## config.mk

```make
export PLATFORM = sky130hd
export DESIGN_NAME = shift_sequencer
export DESIGN_NICKNAME = d
export VERILOG_FILES = /design/src/rtl/shift_sequencer.sv
export SDC_FILE = /design/constraint.sdc
export NUM_CORES = 1
export LEC_CHECK = 0
export CORE_AREA = 2 2 81 83
export CTS_BUF_LIST = sky130_fd_sc_hd__clkbuf_4 sky130_fd_sc_hd__clkbuf_8
export DETAILED_ROUTE_END_ITERATION = 10
export DIE_AREA = 0 0 83 85
export PLACE_DENSITY_LB_ADDON = 0.3
export SLEW_MARGIN = 10
export SYNTH_ARGS = -nofsm -noshare
export SYNTH_HDL_FRONTEND = slang
export SYNTH_SLANG_ARGS = --single-unit
```

## constraint.sdc

```tcl
create_clock -name clk -period 1.55 [get_ports clk]
set_input_delay 0.465 -clock clk [delete_from_list [all_inputs] [get_ports clk]]
set_output_delay 0.465 -clock clk [all_outputs]
set_load 0.01 [all_outputs]
```

## src/rtl/shift_sequencer.sv

```systemverilog
// Multi-cycle ARM operand-2 shifter: one 1-bit shift/rotate per cycle under an
// idle/shift/done FSM, with valid/ready on both sides and ARM carry-out semantics.
module shift_sequencer #(
    parameter int unsigned WIDTH = 32,
    parameter int unsigned CNT_W = 6
) (
    input  logic             clk,
    input  logic             reset,
    input  logic             in_valid,
    output logic             in_ready,
    input  logic [WIDTH-1:0] in_data,
    input  logic [11:0]      in_src2,
    input  logic             in_i,
    input  logic             in_reg,
    input  logic [7:0]       in_rs,
    input  logic             in_carry,
    input  logic             cancel,
    output logic             out_valid,
    input  logic             out_ready,
    output logic [WIDTH-1:0] out_data,
    output logic             out_carry,
    output logic             busy
);

    typedef enum logic [1:0] {st_idle, st_shift, st_done} state_e;
    typedef enum logic [1:0] {sh_lsl, sh_lsr, sh_asr, sh_ror} shift_e;

    // Logical shifts need one extra step past WIDTH so the carry also clears.
    localparam logic [31:0] SatLogic = 32'(WIDTH + 1);
    localparam logic [31:0] SatArith = 32'(WIDTH);

    state_e             state_q, state_d;
    shift_e             type_q, type_d;
    logic [WIDTH-1:0]   data_q, data_d;
    logic               carry_q, carry_d;
    logic [CNT_W-1:0]   cnt_q, cnt_d;

    shift_e             req_type;
    logic [7:0]         req_amt;
    logic [WIDTH-1:0]   req_data;
    logic [CNT_W-1:0]   req_cnt;

    // Decode the request fields into operand, shift type and effective count.
    always_comb begin
        req_type = in_i ? sh_ror : shift_e'(in_src2[6:5]);
        req_data = in_i ? {{(WIDTH-8){1'b0}}, in_src2[7:0]} : in_data;
        if (in_i) begin
            req_amt = {3'b000, in_src2[11:8], 1'b0};
        end else if (in_reg) begin
            req_amt = in_rs;
        end else begin
            req_amt = {3'b000, in_src2[11:7]};
        end

        req_cnt = '0;
        case (req_type)
            sh_lsl, sh_lsr: begin
                req_cnt = (32'(req_amt) > SatLogic) ? CNT_W'(SatLogic) : CNT_W'(req_amt);
            end
            sh_asr: begin
                req_cnt = (32'(req_amt) > SatArith) ? CNT_W'(SatArith) : CNT_W'(req_amt);
            end
            default: begin
                if (req_amt[4:0] != 5'd0) begin
                    req_cnt = CNT_W'(req_amt[4:0]);
                end else if (req_amt != 8'd0) begin
                    req_cnt = CNT_W'(WIDTH);
                end else begin
                    req_cnt = '0;
                end
            end
        endcase
    end

    always_comb begin
        state_d = state_q;
        type_d  = type_q;
        data_d  = data_q;
        carry_d = carry_q;
        cnt_d   = cnt_q;

        if (cancel) begin
            state_d = st_idle;
            cnt_d   = '0;
        end else begin
            case (state_q)
                st_idle: begin
                    if (in_valid) begin
                        type_d  = req_type;
                        data_d  = req_data;
                        carry_d = in_carry;
                        cnt_d   = req_cnt;
                        state_d = (req_cnt != '0) ? st_shift : st_done;
                    end
                end
                st_shift: begin
                    case (type_q)
                        sh_lsl: begin
                            carry_d = data_q[WIDTH-1];
                            data_d  = {data_q[WIDTH-2:0], 1'b0};
                        end
                        sh_lsr: begin
                            carry_d = data_q[0];
                            data_d  = {1'b0, data_q[WIDTH-1:1]};
                        end
                        sh_asr: begin
                            carry_d = data_q[0];
                            data_d  = {data_q[WIDTH-1], data_q[WIDTH-1:1]};
                        end
                        default: begin
                            carry_d = data_q[0];
                            data_d  = {data_q[0], data_q[WIDTH-1:1]};
                        end
                    endcase
                    cnt_d = cnt_q - 1'b1;
                    if (cnt_q == CNT_W'(1)) begin
                        state_d = st_done;
                    end
                end
                st_done: begin
                    if (out_ready) begin
                        state_d = st_idle;
                    end
                end
                default: begin
                    state_d = st_idle;
                end
            endcase
        end
    end

    always_ff @(posedge clk or posedge reset) begin
        if (reset) begin
            state_q <= st_idle;
            type_q  <= sh_lsl;
            data_q  <= '0;
            carry_q <= 1'b0;
            cnt_q   <= '0;
        end else begin
            state_q <= state_d;
            type_q  <= type_d;
            data_q  <= data_d;
            carry_q <= carry_d;
            cnt_q   <= cnt_d;
        end
    end

    assign in_ready  = (state_q == st_idle);
    assign out_valid = (state_q == st_done);
    assign busy      = (state_q != st_idle);
    assign out_data  = data_q;
    assign out_carry = carry_q;

endmodule

```

==> results of run 1 <==
==> state kept, by name, indices dropped and copies added (netlist names) <==
| signal | count |
|---|---|
| type_q | 2 |
| state_q | 2 |
| out_carry | 1 |
| out_data | 32 |
| cnt_q | 6 |
==> cells in the mapped netlist (2+ instances only) <==
| cell type | count |
|---|---|
| sky130_fd_sc_hd__nor3_1 | 3 |
| sky130_fd_sc_hd__o221ai_1 | 5 |
| sky130_fd_sc_hd__o31ai_1 | 3 |
| sky130_fd_sc_hd__buf_2 | 9 |
| sky130_fd_sc_hd__nand2_1 | 103 |
| sky130_fd_sc_hd__dfrtp_1 | 43 |
| sky130_fd_sc_hd__a31oi_1 | 27 |
| sky130_fd_sc_hd__or2_2 | 2 |
| sky130_fd_sc_hd__o21ai_0 | 38 |
| sky130_fd_sc_hd__mux2i_1 | 4 |
| sky130_fd_sc_hd__buf_6 | 3 |
| sky130_fd_sc_hd__ha_1 | 2 |
| sky130_fd_sc_hd__o311ai_1 | 2 |
| sky130_fd_sc_hd__inv_1 | 6 |
| sky130_fd_sc_hd__nand4_1 | 2 |
| sky130_fd_sc_hd__nand3b_1 | 3 |
| sky130_fd_sc_hd__nor2_1 | 18 |
| sky130_fd_sc_hd__a21oi_1 | 48 |
| sky130_fd_sc_hd__nor2b_1 | 3 |
| sky130_fd_sc_hd__clkbuf_1 | 13 |
| sky130_fd_sc_hd__nand2b_1 | 2 |
| sky130_fd_sc_hd__mux2_2 | 8 |
| sky130_fd_sc_hd__nand3_1 | 5 |
==> per-stage QoR <==
stage | util | cell area, sq um | std cells
after global routing | 0.722 | 4480 | 580
after CTS | 0.707 | 4380 | 578
final | 0.722 | 4480 | 580
after detailed placement | 0.674 | 4180 | 557
after floorplan | - | 2850 | 371
after global placement | 0.674 | 4180 | 557
==> kinds of logic after synthesis <==
| logic type | count (synthesis) |
|---|---|
| AND/OR/NAND/NOR | 152 |
| AO/OA/AOI/OAI | 129 |
| flip-flops | 43 |
| buffers and inverters | 32 |
| multiplexers | 12 |
| adder cells (fa/ha/maj) | 2 |
| XOR/XNOR | 1 |
==> repair_timing <==
| action | 4_1_cts | 5_1_grt |
|---|---|---|
| buffers inserted | 13 | 2 |
| endpoints found under the setup margin | 73 | 31 |
| pin swaps | 5 | 14 |
| endpoints found under the hold margin | 0 | 0 |
| resized for setup | 84 | 42 |
==> final cells by class <==
class	count	area share
Multi-Input combinational cell	296	0.399
Clock inverter	1	0.00112
Inverter	6	0.00503
Sequential cell	43	0.240
Tap cell	77	0.0215
Timing Repair Buffer	150	0.314
Clock buffer	7	0.0187
==> layer usage <==
layer | global-route usage | vias to the layer above
li1 | - | 1577
met1 | 0.342 | 1598
met5 | 0 | -
met3 | 0.0447 | 15
met4 | 0.0820 | 0
met2 | 0.413 | 118
==> worst reg2reg max path: stages, from the launching register on <==
cell                       delay (ns)
sky130_fd_sc_hd__dfrtp_1         0.41
sky130_fd_sc_hd__buf_6           0.14
sky130_fd_sc_hd__buf_8           0.14
sky130_fd_sc_hd__nor4b_4         0.33
sky130_fd_sc_hd__o311ai_4        0.18
sky130_fd_sc_hd__o221ai_1        0.19
==> worst max-delay path by stage <==
stage,from,end,slack [ns],depth (start not counted)
after floorplan,in_i,cnt_q[1]$_DFFE_PP0P_,0.008,6
after global placement,in_rs[1],state_q[0]$_DFFE_PP0P_,-0.58,5
after detailed placement,in_reg,state_q[1]$_DFFE_PP0P_,-0.62,6
after CTS,state_q[1]$_DFFE_PP0P_,in_ready,-0.03,3
after global routing,state_q[1]$_DFFE_PP0P_,in_ready,-0.08,3
final,state_q[1]$_DFFE_PP0P_,in_ready,-0.03,3
==> power breakdown <==
| group | internal (mW) | total [mW] | switching (mW) |
|---|---|---|---|
| Sequential | 1.34 | 1.53 | 0.195 |
| Combinational | 0.831 | 1.68 | 0.848 |
| Clock | 0.352 | 0.741 | 0.389 |
==> reports/qor.tcl, run 1 <==
set qor(worst_ir_drop_vdd_mv) 0.525
set qor(synth_simple_gate_area_frac) 0.248
set qor(muxShareOfSynthArea) 0.0460
set qor(grt_antenna_before_repair) 0
set qor(crit_slowest_cell) {sky130_fd_sc_hd__dfrtp_1}
set qor(min_period_ns) 1.58
set qor(clock_transition_at_the_registers_of_the_reported_paths_ns) 0.08
set qor(htree_num_levels) 2
set qor(timing.final.setup_violations) 3
set qor(crit_path_cell_trace) {or2_4 -> inv_2 -> buf_6}
set qor(crit_type) {register to primary output}
set qor(yosysTopAreaCellShare) 0.380
set qor(kind_of_start_point_of_the_critical_path) {register}
set qor(setup_ws_ns) -0.0292
set qor(timing.critical_path.arrival_ns) 1.11
set qor(detail-route-antenna-nets) 0
set qor(slew-limit-headroom) 0.750
set qor(grt_pass1_wl_um) 14900
set qor(regToRegEndpoint) {cnt_q[3]$_DFFE_PP0P_}
set qor(design.final.nets) 564
set qor(finalCritPeriodShare) 1.02
set qor(grt_pass1_vias) 3138
set qor(synth.yosys.warnings) 0
set qor(cts_hold_fix_bufs) 0
set qor(post_synthesis_cell_area_sq_um) 2830
set qor(worst-path-buf-inv) 2
set qor(yosys.area_share.xor_xnor) 0.00310
set qor(totalWireLength_um) 9120
set qor(grt.overflow.total) 0
set qor(timing.reg2reg.worst_path_depth) 5
set qor(post_synth_fa_ha_maj_area_fraction) 0.00885
set qor(holdWs_ns) 0.491
set qor(pre_cts_ws_ns) -0.617
set qor(groute.usage.overall) 0.252
set qor(ys_async_sr_fraction) 1.00
set qor(mostFrequentLayoutCell) {sky130_fd_sc_hd__nand2_1}
set qor(run_status) {finished, violations left}
set qor(commonest_cells_after_routing_fill_and_taps_aside) {sky130_fd_sc_hd__nand2_1, sky130_fd_sc_hd__a21oi_1, sky130_fd_sc_hd__buf_4}
set qor(hpwl_um) 5980
set qor(netlist-cell-type-count) 42
set qor(setup-tns-final_ns) -0.0717
set qor(hold-path-endpoint) {out_carry$_DFFE_PP0P_}
set qor(placement_rows) 29
set qor(die_area_sq_um) 7060
set qor(leakage_nw) 1.98
set qor(multi_input_comb_area_sq_um) 1790
set qor(first_pass_iters) 5
set qor(synthesis.area_per_instance_sq_um) 7.63
set qor(routed_wire_length_on_met3_um) 503
set qor(areaGrowthSynthToFinish_pct) 58.2
set qor(clk-insertion-delay-late_ns) 0.29
set qor(powerDensity_nw_per_um2) 883
set qor(design.portCount) 96
set qor(dr_total_vias) 3308
set qor(critical-path-max-stage-delay_ns) 0.42
set qor(worst-r2r-setup-slack_ns) 0.08
set qor(power_mw) 3.95
set qor(sequential_cell_area_sq_um) 1080
set qor(number_of_clock_sinks_seen_by_cts) 43
set qor(route.layer.met1.wl_um) 3930
set qor(crit_path_max_fanout) 3
set qor(die_height_um) 85
set qor(synth_compound_gate_area_share) 0.259
set qor(cts_tree) {yes}
set qor(fillCellCount) 489
set qor(violations) {negative setup slack}
set qor(yosys_most_used_dff) {sky130_fd_sc_hd__dfrtp_1}
set qor(drive_gt1_frac) 0.233
set qor(ys_seq_area_frac) 0.380
set qor(worst_hold_startpoint) {out_carry$_DFFE_PP0P_}
set qor(highest-signal-layer) {met4}
set qor(routed_met2_length_um) 4560
set qor(synthesis.nets) 433
set qor(synth.largest_area_cell) {sky130_fd_sc_hd__dfrtp_1}
set qor(synth_enable_flop_cells) 0
set qor(core_region_area_sq_um) 6200
set qor(timing_worst_slew_pin_value_ns) 0.375
set qor(antenna_cells) 0
set qor(max-cap-violations) 0
set qor(min-delay-path-class) {register to register}
set qor(cts_made_buffers) 5
set qor(grt_max_degree) 44
set qor(place.gp.congestion) 0.928
set qor(synth_top_cells_by_area) {sky130_fd_sc_hd__dfrtp_1, sky130_fd_sc_hd__nand2_1, sky130_fd_sc_hd__a21oi_1}
set qor(drt_drc_violations_left) 0
set qor(initial_core_util) 0.456
set qor(via_per_inst) 5.70
set qor(hold_path_depth) 2
set qor(cp_top_family) {flip-flops}
set qor(finClkSkew_ns) 0.00332
set qor(crit_required_ns) 1.08
set qor(r2r_start) {state_q[0]$_DFFE_PP0P_}
set qor(io_buffer_count) 95
set qor(timing.final.max_slew_violations) 0
set qor(cts-root-buf) {sky130_fd_sc_hd__clkbuf_8}
set qor(drt-initial-drc-count) 256
set qor(setup_crit_end_kind) {primary output}
set qor(cts-root-to-sink-buffers) 2
set qor(timing.final.hold_violations) 0
set qor(die-width_um) 83
set qor(syn_inst) 371
set qor(synth.ff_latch_count) 43
set qor(fmax_mhz) 633
set qor(rsz0062_at_grt) {true}
set qor(wl_per_cell_um) 15.7
set qor(synth_top_family_by_area) {compound AO/OA/AOI/OAI gates}
Power figures use the tool's default switching activity.
==> inputs of run 2 (changes only) <==
Settings changed: SLEW_MARGIN 10 to unset.
==> results of run 2 <==
The final DEF is identical to that of run 1; final timing and power are the same.
==> inputs of run 3 (changes only) <==
Settings changed: CELL_PAD_IN_SITES_DETAIL_PLACEMENT set to 1, CELL_PAD_IN_SITES_GLOBAL_PLACEMENT set to 1, CORE_AREA 2 2 81 83 to 2 2 96 98, CTS_CLUSTER_DIAMETER set to 30, DIE_AREA 0 0 83 85 to 0 0 98 100, RECOVER_POWER set to 25.
==> run 3 against run 2 <==
Effect of this change:
- the run still ends with negative setup slack left
- sequential power barely moved
- global-route usage fell by 3.6 points
- combinational power rose by 9%
- register-to-register slack got worse by 0.09 ns
- fmax fell by 0.93%
- largest cell class unchanged
- hold slack improved by 0.039 ns
- count of clock-buffer cells in the layout fell by 1
==> reports/qor.tcl, run 3 (synthesized netlist as in run 1, its figures left out) <==
set qor(run_status) {finished, violations left}
set qor(violations) {negative setup slack}
set qor(regToRegEndpoint) {state_q[1]$_DFFE_PP0P_}
set qor(total_switching_power_mw) 1.52
set qor(mostFrequentLayoutCell) {sky130_fd_sc_hd__nand2_1}
set qor(first_pass_iters) 4
set qor(powerDensity_nw_per_um2) 882
set qor(largest_reg_flops) 32
set qor(die_area_sq_um) 9800
set qor(die_height_um) 100
set qor(place.gp.congestion) 0.906
set qor(areaGrowthSynthToFinish_pct) 64.4
set qor(hpwl_um) 7170
set qor(share_seq_of_total_power) 0.372
set qor(design.final.nets) 572
set qor(grt_max_degree) 44
set qor(core_region_area_sq_um) 8890
set qor(drt_drc_violations_left) 0
set qor(cts-root-buf) {sky130_fd_sc_hd__clkbuf_8}
set qor(switching_share) 0.370
set qor(die-width_um) 98
set qor(timing.critical_path.arrival_ns) 1.13
set qor(cts_made_buffers) 5
set qor(initial_core_util) 0.318
set qor(finalCritPeriodShare) 1.03
set qor(setup_crit_start) {state_q[1]$_DFFE_PP0P_}
set qor(worst-r2r-setup-slack_ns) -0.01
set qor(power_mw) 4.10
set qor(setup_crit_end_kind) {primary output}
set qor(wl_per_cell_um) 17.7
set qor(dr_total_vias) 3306
set qor(grt_antenna_before_repair) 0
set qor(timing.final.hold_violations) 0
set qor(kind_of_start_point_of_the_critical_path) {register}
set qor(grt_pass1_vias) 3456
set qor(min-delay-path-class) {register to register}
set qor(hold_path_depth) 2
set qor(totalWireLength_um) 11000
set qor(clock_transition_at_the_registers_of_the_reported_paths_ns) 0.08
set qor(timing.final.max_slew_violations) 0
set qor(drive_gt1_frac) 0.255
set qor(multi_input_comb_area_sq_um) 1830
set qor(holdWs_ns) 0.530
set qor(leakage_nw) 2.02
set qor(crit_path_max_fanout) 3
set qor(commonest_cells_after_routing_fill_and_taps_aside) {sky130_fd_sc_hd__nand2_1, sky130_fd_sc_hd__a21oi_1, sky130_fd_sc_hd__buf_4}
set qor(cts-root-to-sink-buffers) 2
set qor(drt-initial-drc-count) 114
set qor(fillCellCount) 1078
set qor(placement_rows) 35
set qor(crit_required_ns) 1.08
set qor(cts_tree) {yes}
set qor(pre_cts_ws_ns) -0.661
set qor(min_period_ns) 1.59
set qor(setup_ws_ns) -0.0440
set qor(grt.overflow.total) 0
set qor(worst_ir_drop_vdd_mv) 0.434
set qor(timing_worst_slew_pin_value_ns) 0.642
set qor(timing.final.setup_violations) 6
set qor(crit_type) {register to primary output}
set qor(slew-limit-headroom) 0.572
set qor(sequential_cell_area_sq_um) 1080
set qor(fmax_mhz) 627
set qor(htree_num_levels) 2
set qor(grt_pass1_wl_um) 17300
set qor(max-cap-violations) 0
set qor(io_buffer_count) 95
set qor(number_of_clock_sinks_seen_by_cts) 43
set qor(r2r_start) {state_q[1]$_DFFE_PP0P_}
set qor(via_per_inst) 5.32
set qor(groute.usage.overall) 0.216
set qor(timing.reg2reg.worst_path_depth) 6
set qor(detail-route-antenna-nets) 0
set qor(critical_path.endpoint) {in_ready}
set qor(power.share.combinational) 0.445
set qor(clk-insertion-delay-late_ns) 0.29
set qor(rsz0062_at_grt) {true}
set qor(finClkSkew_ns) 0.00677
set qor(p_clk_frac) 0.183
set qor(design.portCount) 96
set qor(antenna_cells) 0
set qor(p_int_mw) 2.58
==> run 3: cell types whose count changed in the layout (fill, tap and decap cells not counted), sizes merged <==
cell / delta
dlymetal6s2s: -2
dlygate4sd3: +1
inv: -1
clkinv: +1
clkbuf: -1
buf: +9
==> run 3: final cells by class <==
| cell class | instances | share of cell area |
|---|---|---|
| Clock buffer | 6 | 0.0178 |
| Clock inverter | 1 | 0.00108 |
| Inverter | 6 | 0.00484 |
| Multi-Input combinational cell | 296 | 0.394 |
| Sequential cell | 43 | 0.231 |
| Tap cell | 111 | 0.0299 |
| Timing Repair Buffer | 158 | 0.321 |
==> run 3: how the worst min path moves through the flow <==
| stage | start | to | slack [ns] |
|---|---|---|---|
| after floorplan | cnt_q[1]$_DFFE_PP0P_ | cnt_q[1]$_DFFE_PP0P_ | 0.48 |
| after global placement | out_carry$_DFFE_PP0P_ | out_carry$_DFFE_PP0P_ | 0.47 |
| after detailed placement | out_carry$_DFFE_PP0P_ | out_carry$_DFFE_PP0P_ | 0.51 |
| after CTS | reset | out_data[20]$_DFFE_PP0P_ | 0.52 |
| after global routing | out_carry$_DFFE_PP0P_ | out_carry$_DFFE_PP0P_ | 0.56 |
| final | out_carry$_DFFE_PP0P_ | out_carry$_DFFE_PP0P_ | 0.53 |
==> run 3: power groups by stage <==
| stage | clock [mW] | sequential, mW | combinational [mW] |
|---|---|---|---|
| 3_5_place_dp | 0 | 1.59 | 1.69 |
| 4_1_cts | 0.767 | 1.52 | 1.77 |
| 5_1_grt | 0.815 | 1.56 | 2.00 |
| 3_3_place_gp | 0 | 1.58 | 1.64 |
| 6_report | 0.749 | 1.53 | 1.83 |
| 2_1_floorplan | 0 | 1.63 | 0.658 |
==> run 3: stage by stage <==
step	area, sq um	setup TNS [ns]	instances	util
finish	4650	-0.177	621	0.523
floorplan	2850	0	371	-
global placement	4260	-16.17	594	0.479
global route	4650	-0.515	621	0.523
CTS	4570	-0.0574	620	0.514
detailed placement	4260	-17.92	594	0.479
==> run 3: timing repair <==
action / CTS / global route
buffers inserted: 20 / 1
setup endpoints to repair: 79 / 37
hold buffers: 0 / 0
resized for setup: 102 / 49
pin swaps: 10 / 11
==> run 3: metal layers <==
layer  wire, um  GRT usage  vias to the layer above
li1           -          -                     1591
met2       5670      0.391                       85
met5          0          0                        -
met4        215     0.0556                        0
met1       4670      0.265                     1614
met3        451     0.0397                       16
==> run 3: worst max-delay path: stages, from the launching register on <==
cell	delay [ns]
sky130_fd_sc_hd__dfrtp_1	0.42
sky130_fd_sc_hd__or2_4	0.28
sky130_fd_sc_hd__inv_2	0.05
sky130_fd_sc_hd__buf_6	0.09
